$ cat config.mk
export PLATFORM = sky130hd
export DESIGN_NAME = proto245a_responder
export DESIGN_NICKNAME = d
export VERILOG_FILES = /design/src/rtl/proto245a_responder.sv
export SDC_FILE = /design/constraint.sdc
export NUM_CORES = 1
export LEC_CHECK = 0
export BUFFER_PORTS_ARGS = -buffer_cell sky130_fd_sc_hd__buf_2
export CORE_MARGIN = 1
export CORE_UTILIZATION = 59
export DETAILED_ROUTE_END_ITERATION = 6
export PLACE_DENSITY = 0.79
export SLEW_MARGIN = 30
export SYNTH_ARGS = -nofsm -noshare
export SYNTH_HDL_FRONTEND = slang
export SYNTH_SLANG_ARGS = --single-unit
export TNS_END_PERCENT = 5
$ cat constraint.sdc
create_clock -name ft_clk -period 3.55 [get_ports ft_clk]
set_input_delay 0.355 -clock ft_clk [delete_from_list [all_inputs] [get_ports ft_clk]]
set_output_delay 0.355 -clock ft_clk [all_outputs]
set_load 0.03 [all_outputs]
$ cat src/rtl/proto245a_responder.sv
// rtl/proto245a_responder.sv - FT245-style async FIFO responder (chip side of the proto245a link)
// Optional protocol checker enabled by defining PROTO245A_RESPONDER_CHECK_EN.
module proto245a_responder #(
    parameter int DATA_W             = 8,
    parameter int RXBUF_SIZE         = 16,
    parameter int TXBUF_SIZE         = 16,
    parameter int RXF_INACTIVE_TICKS = 4,
    parameter int TXE_INACTIVE_TICKS = 4
) (
    input  logic                        ft_clk,
    input  logic                        ft_rst_n,
    output logic                        ft_rxfn,
    output logic                        ft_txen,
    input  logic                        ft_rdn,
    input  logic                        ft_wrn,
    input  logic [DATA_W-1:0]           ft_din,
    output logic [DATA_W-1:0]           ft_dout,
    input  logic                        ft_siwu,
    input  logic [DATA_W-1:0]           host_wdata,
    input  logic                        host_wvalid,
    output logic                        host_wready,
    output logic [DATA_W-1:0]           host_rdata,
    output logic                        host_rvalid,
    input  logic                        host_rready,
    output logic [$clog2(RXBUF_SIZE):0] rxbuf_load,
    output logic [$clog2(TXBUF_SIZE):0] txbuf_load,
    output logic [2:0]                  proto_err
);
    localparam int RX_AW     = $clog2(RXBUF_SIZE);
    localparam int TX_AW     = $clog2(TXBUF_SIZE);
    localparam int MAX_TICKS = (RXF_INACTIVE_TICKS > TXE_INACTIVE_TICKS) ?
                               RXF_INACTIVE_TICKS : TXE_INACTIVE_TICKS;
    localparam int CNT_W     = (MAX_TICKS > 1) ? $clog2(MAX_TICKS) : 1;
    localparam logic [CNT_W-1:0] RX_RECOV = CNT_W'(RXF_INACTIVE_TICKS - 1);
    localparam logic [CNT_W-1:0] TX_RECOV = CNT_W'(TXE_INACTIVE_TICKS - 1);

    typedef enum logic [2:0] {
        IDLE_S,
        RD_S,
        RD_RECOV_S,
        WR_S,
        WR_RECOV_S
    } state_t;

    state_t              state_q, state_d;
    logic [CNT_W-1:0]    cnt_q, cnt_d;
    logic                ft_rxfn_q, ft_rxfn_d;
    logic                ft_txen_q, ft_txen_d;
    logic [DATA_W-1:0]   ft_dout_q, ft_dout_d;
    logic [DATA_W-1:0]   tx_hold_q, tx_hold_d;

    logic                rdn_meta_q, rdn_s_q;
    logic                wrn_meta_q, wrn_s_q;
    logic [DATA_W-1:0]   din_meta_q, din_s_q;

    logic [DATA_W-1:0]   rx_mem [RXBUF_SIZE];
    logic [DATA_W-1:0]   tx_mem [TXBUF_SIZE];
    logic [RX_AW:0]      rx_wr_ptr_q, rx_wr_ptr_d, rx_rd_ptr_q, rx_rd_ptr_d;
    logic [TX_AW:0]      tx_wr_ptr_q, tx_wr_ptr_d, tx_rd_ptr_q, tx_rd_ptr_d;

    logic                rx_empty, rx_full, tx_empty, tx_full;
    logic                rx_push, rx_pop, tx_push, tx_pop;
    logic [DATA_W-1:0]   rx_head;
    logic                siwu_unused;

    assign siwu_unused = ft_siwu;

    // Extra pointer MSB distinguishes full from empty when the index bits match.
    assign rx_empty = (rx_wr_ptr_q == rx_rd_ptr_q);
    assign rx_full  = (rx_wr_ptr_q[RX_AW] != rx_rd_ptr_q[RX_AW]) &&
                      (rx_wr_ptr_q[RX_AW-1:0] == rx_rd_ptr_q[RX_AW-1:0]);
    assign tx_empty = (tx_wr_ptr_q == tx_rd_ptr_q);
    assign tx_full  = (tx_wr_ptr_q[TX_AW] != tx_rd_ptr_q[TX_AW]) &&
                      (tx_wr_ptr_q[TX_AW-1:0] == tx_rd_ptr_q[TX_AW-1:0]);

    assign rx_head  = rx_mem[rx_rd_ptr_q[RX_AW-1:0]];
    assign rx_push  = host_wvalid && !rx_full;
    assign tx_pop   = host_rready && !tx_empty;

    assign host_wready = !rx_full;
    assign host_rvalid = !tx_empty;
    assign host_rdata  = tx_mem[tx_rd_ptr_q[TX_AW-1:0]];
    assign rxbuf_load  = rx_wr_ptr_q - rx_rd_ptr_q;
    assign txbuf_load  = tx_wr_ptr_q - tx_rd_ptr_q;
    assign ft_rxfn     = ft_rxfn_q;
    assign ft_txen     = ft_txen_q;
    assign ft_dout     = ft_dout_q;

    always_comb begin
        state_d   = state_q;
        cnt_d     = cnt_q;
        tx_hold_d = tx_hold_q;
        rx_pop    = 1'b0;
        tx_push   = 1'b0;
        case (state_q)
            IDLE_S: begin
                if (!ft_rxfn_q && !rdn_s_q) begin
                    state_d = RD_S;
                end else if (!ft_txen_q && !wrn_s_q && rdn_s_q) begin
                    state_d   = WR_S;
                    tx_hold_d = din_s_q;
                end
            end
            RD_S: begin
                if (rdn_s_q) begin
                    rx_pop  = 1'b1;
                    cnt_d   = RX_RECOV;
                    state_d = RD_RECOV_S;
                end
            end
            WR_S: begin
                if (!wrn_s_q) begin
                    tx_hold_d = din_s_q;
                end else begin
                    tx_push = 1'b1;
                    cnt_d   = TX_RECOV;
                    state_d = WR_RECOV_S;
                end
            end
            RD_RECOV_S, WR_RECOV_S: begin
                if (cnt_q == '0) begin
                    state_d = IDLE_S;
                end else begin
                    cnt_d = cnt_q - CNT_W'(1);
                end
            end
            default: state_d = IDLE_S;
        endcase

        // Strobes and read data follow the next state so RXF# never drops with stale data.
        ft_rxfn_d = !(((state_d == IDLE_S) && !rx_empty) || (state_d == RD_S));
        ft_txen_d = !(((state_d == IDLE_S) && !tx_full) || (state_d == WR_S));
        ft_dout_d = ((state_d == IDLE_S) && !rx_empty) ? rx_head : ft_dout_q;

        rx_wr_ptr_d = rx_wr_ptr_q + (RX_AW+1)'(rx_push);
        rx_rd_ptr_d = rx_rd_ptr_q + (RX_AW+1)'(rx_pop);
        tx_wr_ptr_d = tx_wr_ptr_q + (TX_AW+1)'(tx_push);
        tx_rd_ptr_d = tx_rd_ptr_q + (TX_AW+1)'(tx_pop);
    end

    always_ff @(posedge ft_clk or negedge ft_rst_n) begin
        if (!ft_rst_n) begin
            state_q     <= IDLE_S;
            cnt_q       <= '0;
            ft_rxfn_q   <= 1'b1;
            ft_txen_q   <= 1'b1;
            ft_dout_q   <= '0;
            tx_hold_q   <= '0;
            rdn_meta_q  <= 1'b1;
            rdn_s_q     <= 1'b1;
            wrn_meta_q  <= 1'b1;
            wrn_s_q     <= 1'b1;
            din_meta_q  <= '0;
            din_s_q     <= '0;
            rx_wr_ptr_q <= '0;
            rx_rd_ptr_q <= '0;
            tx_wr_ptr_q <= '0;
            tx_rd_ptr_q <= '0;
        end else begin
            state_q     <= state_d;
            cnt_q       <= cnt_d;
            ft_rxfn_q   <= ft_rxfn_d;
            ft_txen_q   <= ft_txen_d;
            ft_dout_q   <= ft_dout_d;
            tx_hold_q   <= tx_hold_d;
            rdn_meta_q  <= ft_rdn;
            rdn_s_q     <= rdn_meta_q;
            wrn_meta_q  <= ft_wrn;
            wrn_s_q     <= wrn_meta_q;
            din_meta_q  <= ft_din;
            din_s_q     <= din_meta_q;
            rx_wr_ptr_q <= rx_wr_ptr_d;
            rx_rd_ptr_q <= rx_rd_ptr_d;
            tx_wr_ptr_q <= tx_wr_ptr_d;
            tx_rd_ptr_q <= tx_rd_ptr_d;
        end
    end

    always_ff @(posedge ft_clk) begin
        if (rx_push) begin
            rx_mem[rx_wr_ptr_q[RX_AW-1:0]] <= host_wdata;
        end
        if (tx_push) begin
            tx_mem[tx_wr_ptr_q[TX_AW-1:0]] <= tx_hold_q;
        end
    end

`ifdef PROTO245A_RESPONDER_CHECK_EN
    logic       rdn_p_q, wrn_p_q;
    logic [2:0] err_q, err_d;

    always_comb begin
        err_d = err_q;
        if (rdn_p_q && !rdn_s_q && ft_rxfn_q && (state_q != RD_S)) begin
            err_d[0] = 1'b1;
        end
        if (wrn_p_q && !wrn_s_q && ft_txen_q && (state_q != WR_S)) begin
            err_d[1] = 1'b1;
        end
        if (!rdn_s_q && !wrn_s_q) begin
            err_d[2] = 1'b1;
        end
    end

    always_ff @(posedge ft_clk or negedge ft_rst_n) begin
        if (!ft_rst_n) begin
            rdn_p_q <= 1'b1;
            wrn_p_q <= 1'b1;
            err_q   <= '0;
        end else begin
            rdn_p_q <= rdn_s_q;
            wrn_p_q <= wrn_s_q;
            err_q   <= err_d;
        end
    end

    assign proto_err = err_q;
`else
    assign proto_err = 3'b000;
`endif

endmodule

=== Word level (Yosys, flattened, before mapping) ===
Memories as Yosys holds them, arrays and structs flattened. A register that Yosys moved wholly into a read port is not among the register bits.
Index checks and enable logic that the tools add are counted.

* Bits in registers: 55
* Memory bits (writable): 256
* Bits of input ports: 23
* Output and inout bits: 33
* Word-level logic and storage cells: 94
* Memories: 2

{| class="wikitable"
|+ Memories
! memory !! words !! width !! read ports !! clocked after Yosys merged registers in !! write ports !! line !! RTL
|-
| rx_mem || 16 || 8 || 1 || 1 || 1 || 56 || <nowiki>logic [DATA_W-1:0] rx_mem [RXBUF_SIZE];</nowiki>
|-
| tx_mem || 16 || 8 || 1 || 0 || 1 || 57 || <nowiki>logic [DATA_W-1:0] tx_mem [TXBUF_SIZE];</nowiki>
|}

* $add $sub $neg: 7
* Equality and inequality tests: 18
* Multiplexer cells: 22
* Reduce and logical (&&, ||, !) cells: 30

{| class="wikitable"
|+ Operators with widths
! cell !! count
|-
| two-way mux 8 bit || 3
|-
| adder 5 x 1 -> 5 bit || 4
|-
| one-hot mux 8 bit (2 select lines) || 1
|-
| two-way mux 3 bit || 5
|-
| inequality test 2 bit, second input constant || 6
|-
| one-hot mux 3 bit (4 select lines) || 1
|-
| logical NOT 1 bit || 11
|-
| equality test 5 bit || 2
|-
| subtractor 5 bit || 2
|-
| equality test 3 x 2 -> 1 bit, second input constant || 3
|-
| logical AND 1 bit || 9
|-
| equality test 4 bit || 2
|-
| two-way mux 1 bit || 8
|-
| AND reduction 4 bit || 2
|-
| equality test 3 x 1 -> 1 bit, second input constant || 2
|-
| logical NOT 3 bit || 2
|-
| two-way mux 2 bit || 3
|-
| one-hot mux 2 bit (3 select lines) || 1
|-
| equality test 3 bit, second input constant || 1
|-
| nonzero test 3 bit || 1
|-
| logical NOT 2 bit || 1
|-
| logical OR 1 bit || 2
|-
| inequality test 1 bit || 2
|-
| nonzero test 2 bit || 1
|-
| 2 further kinds || 2
|}

=== Depth between registers and ports, before layout ===
* Depth in word-level cells: 10
* Depth in mapped cells: 12
* Mapped depth without buffers: 9

=== Worst setup path after synthesis ===
Ideal clock, no wire load.

* Kind: register to register
* From: register rx_rd_ptr_q[1]
* To: memory rx_mem[3][0], enable pin
* Setup time: 383 ps
* Arrival: 2813 ps
* Data required time: 3167 ps
* Path slack: 354 ps
* Cell stages (with the launch flop): 11
* Path buffers: 3
* Clock period less this slack: 3196 ps
* Cells stage by stage: dfrtp_1 > clkbuf_1 > buf_1 > inv_1 > ha_1 > nand4_1 > nand2b_1 > and2_1 > clkbuf_1 > nand3_1 > nor3_1

* Word-level cells in the longest chain between the ends: 6

{| class="wikitable"
|+ Ends and longest elaborated chain
! element !! line !! RTL
|-
| start: declaration || 58 || <nowiki>logic [RX_AW:0] rx_wr_ptr_q, rx_wr_ptr_d, rx_rd_ptr_q, rx_rd_ptr_d;</nowiki>
|-
| start signal: assignment || 173 || <nowiki>rx_rd_ptr_q <= rx_rd_ptr_d;</nowiki>
|-
| equality test 4 bit || 71 || <nowiki>(rx_wr_ptr_q[RX_AW-1:0] == rx_rd_ptr_q[RX_AW-1:0]);</nowiki>
|-
| logical AND 1 bit || 70 || <nowiki>assign rx_full = (rx_wr_ptr_q[RX_AW] != rx_rd_ptr_q[RX_AW]) &&</nowiki>
|-
| logical NOT 1 bit || n/a ||
|-
| net host_wready || 21 || <nowiki>output logic host_wready,</nowiki>
|-
| logical AND 1 bit || 77 || <nowiki>assign rx_push = host_wvalid && !rx_full;</nowiki>
|-
| two-way mux 1 bit || 180 || <nowiki>if (rx_push) begin</nowiki>
|-
| two-way mux 1 bit (not written as such) || 181 || <nowiki>rx_mem[rx_wr_ptr_q[RX_AW-1:0]] <= host_wdata;</nowiki>
|-
| end: declaration || 56 ||
|}

The timed path passes the listed nets, and every way through them passes these cells.

=== Final worst setup path ===
* From: register tx_rd_ptr_q[0]
* To: output host_rdata[1]

* Word-level cells in the longest chain between the ends: 1

{| class="wikitable"
|+ Ends and longest elaborated chain
! element !! line !! RTL
|-
| start: declaration || 59 || <nowiki>logic [TX_AW:0] tx_wr_ptr_q, tx_wr_ptr_d, tx_rd_ptr_q, tx_rd_ptr_d;</nowiki>
|-
| start signal: assignment || 175 || <nowiki>tx_rd_ptr_q <= tx_rd_ptr_d;</nowiki>
|-
| memory read (16 x 8 bit) || n/a ||
|-
| end: declaration || 22 || <nowiki>output logic [DATA_W-1:0] host_rdata,</nowiki>
|}

No other way between the ends.

==> impl_metrics.json <==
{
  "status": "complete, no violations",
  "setup_violations": 0,
  "grt_overflow": 0,
  "yosys_warnings": 0,
  "design.core.area_sq_um": 20500,
  "tightestPinTransition_ns": 0.901,
  "skew_ns": 0.00975,
  "max_freq_ghz": 0.341,
  "antenna_found_initial": 0,
  "synth_top_area_cell": "edfxtp_1",
  "clk_pin_slew_ns": 0.06,
  "postCtsSetupRepairBufs": 0,
  "synth_edf_count": 256,
  "wirelength_mm": 24.5,
  "drc": 0,
  "start_util_pct": 61.0,
  "drv_cap": 0,
  "start_kind": "register",
  "ctsHoldBuffers": 11,
  "io_buffer_count": 51,
  "io_pins": 56,
  "cp.required_ns": 3.19,
  "htreeDepth": 1,
  "arrival_ns": 2.58,
  "yosysUniqueCellTypes": 46,
  "first_pass_iters": 5,
  "drt_iter0_markers": 538,
  "p_per_area_nw_per_um2": 882,
  "p_leak_nw": 5.03,
  "final_antenna_net_count": 0,
  "critical_path.max_fanout": 22,
  "die-width_microns": 148,
  "placed_area_sq_um": 13100,
  "synth.avg_cell_area_sq_um": 18.8,
  "ys_top_cells_by_area": "edfxtp_1 61%, mux4_2 12%, dfrtp_1 11%",
  "timing.final.crit_share_pct": 82.7,
  "drive_above_1_share_pct": 25.5,
  "grt_max_degree": 49,
  "hpwl_mm": 15.4,
  "fin_crit_ns": 2.94,
  "tns_ns": 0,
  "grt_pass1_wl_mm": 38.0,
  "layout.nets": 791,
  "seq_area_frac_synth_pct": 74.1,
  "hold_start": "host_rready",
  "via_per_inst": 6.02,
  "fin_util_pct": 69.3,
  "die_h_microns": 148,
  "synth_top_area_share_pct": 61.5,
  "n_antenna_cell": 0,
  "yosys-top-cells-count": "256 x edfxtp_1, 64 x mux4_2, 57 x dfrtp_1",
  "numCtsBuffers": 31,
  "cts_tree": "done",
  "wl_per_cell_microns": 23.6,
  "end_kind": "output port",
  "hp-class": "input port to register",
  "die_area_sq_um": 21800,
  "drv_slew": 0,
  "crit_type": "register to output port",
  "synthToLayoutAreaGrowth_pct": 13.5,
  "async_reset_ff_share_pct": 19.7,
  "rsz0062_at_grt": "no",
  "rows": 52,
  "r2r-start": "rx_wr_ptr_q[2]",
  "p_total_mw": 12.5,
  "critPathLaunch": "tx_rd_ptr_q[0]",
  "synthFlopType": "edfxtp_1",
  "dr_total_vias": 6260,
  "post_cts_resized": 0,
  "hold_viol_final": 0,
  "cts_sinks": 319,
  "final_cell_area_sq_um": 14200,
  "synth.most_common_cell": "edfxtp_1",
  "grt.total_usage_pct": 23.8,
  "grt_pass1_vias": 6708,
  "clockBufferDepth": 3,
  "gp_congestion": 0.830,
  "cts_root_buf": "clkbuf_16",
  "insertion_delay_ns": 0.54,
  "max-slew-margin-rel_pct": 39.7,
  "synth_area_sq_um": 12500,
  "ir_drop_mv": 0.556,
  "synth-seq-cells": 319,
  "syn_inst": 667
}
## path summary, 6_finish.rpt
path | to | slack [ns] | cells after the start
min in group asynchronous | ft_dout[6] | 0.36 | 2
worst max-delay path | host_rdata[1] | 0.61 | 6
worst min register to register | din_s_q[4] | 0.35 | 0
worst max register to register | rx_mem[7][5] | 0.78 | 6
worst min-delay path | tx_rd_ptr_q[0] | 0.17 | 3
max in group asynchronous | tx_hold_q[6] | 2.48 | 3
## worst max-delay path, stage by stage (launching register included)
cell and delay (ns):
dfrtp_2 0.66, buf_12 0.28, mux4_2 0.54, nand2_1 0.09, and3_1 0.20, a31oi_1 0.06, buf_2 0.21
## metal layers
layer  GRT usage, %  wire, microns  share of wire (%)  vias up
li1               -              -                  -     2747
met1           30.4           9300                 38     3222
met2           42.5          13300                 54      249
met3           3.70           1400                5.7       42
met4           6.70            500                2.0        0
met5              0              0                  0        -
## cells by family (layout without fill, tap and decap cells)
family / after synthesis / after routing / share of synthesized area, %
buf+inv: 52 / 153 / 1.76
flops: 319 / 319 / 74.1
simple gates: 132 / 132 / 4.99
fa+ha+maj: 19 / 19 / 2.02
mux: 83 / 83 / 13.2
xor+xnor: 21 / 21 / 1.47
other cells: 1 / 3 / 0.0300
compound gates: 40 / 40 / 2.39
## placed cells by master (no fill, tap or decap), drive strengths merged, types with 3 or more instances in the layout
master,instances
nand3,13
a22oi,16
dlygate4sd3,11
conb,3
nand2b,8
a21oi,5
dfstp,6
a21o,4
mux2,17
a31oi,8
xor2,8
inv,19
nor2,34
and2,3
and3,8
nand2,47
nor3,10
buf,67
xnor2,13
bufinv,3
edfxtp,256
dfrtp,57
clkinv,14
mux4,64
clkbuf,38
ha,17
## cell type report
type,instances,area (sq um)
flip-flops and latches,319,9270
fillers,1253,6290
multi-input cells,298,3020
clock buffers,38,832
repair buffers,78,500
well taps,270,338
clock inverters,16,153
inverters,21,78.8
## flip-flops by register name (all words and copies together), names as in the netlist, 2 cells and up
signal       cells
tx_mem         128
tx_wr_ptr_q      5
din_meta_q       8
rx_rd_ptr_q      5
tx_hold_q        8
tx_rd_ptr_q      5
ft_dout          8
state_q          3
rx_mem         128
din_s_q          8
cnt_q            2
rx_wr_ptr_q      5
## where the power goes
part	switching [mW]	internal (mW)	leakage, nW	total, mW
Clock	1.29	1.86	0.482	3.16
Combinational	2.43	1.68	1.50	4.11
Sequential	0.556	4.70	3.05	5.26
Total	4.27	8.25	5.03	12.5
## through the flow
stage	hold slack [ns]	setup slack [ns]	cells
floorplan	0.0594	0.354	669
global placement	0.336	0.947	975
detailed placement	0.339	0.838	975
CTS	0.158	0.563	1040
global route	0.173	0.418	1040
finish	0.174	0.613	1040
Power figures use the tool's default switching activity.
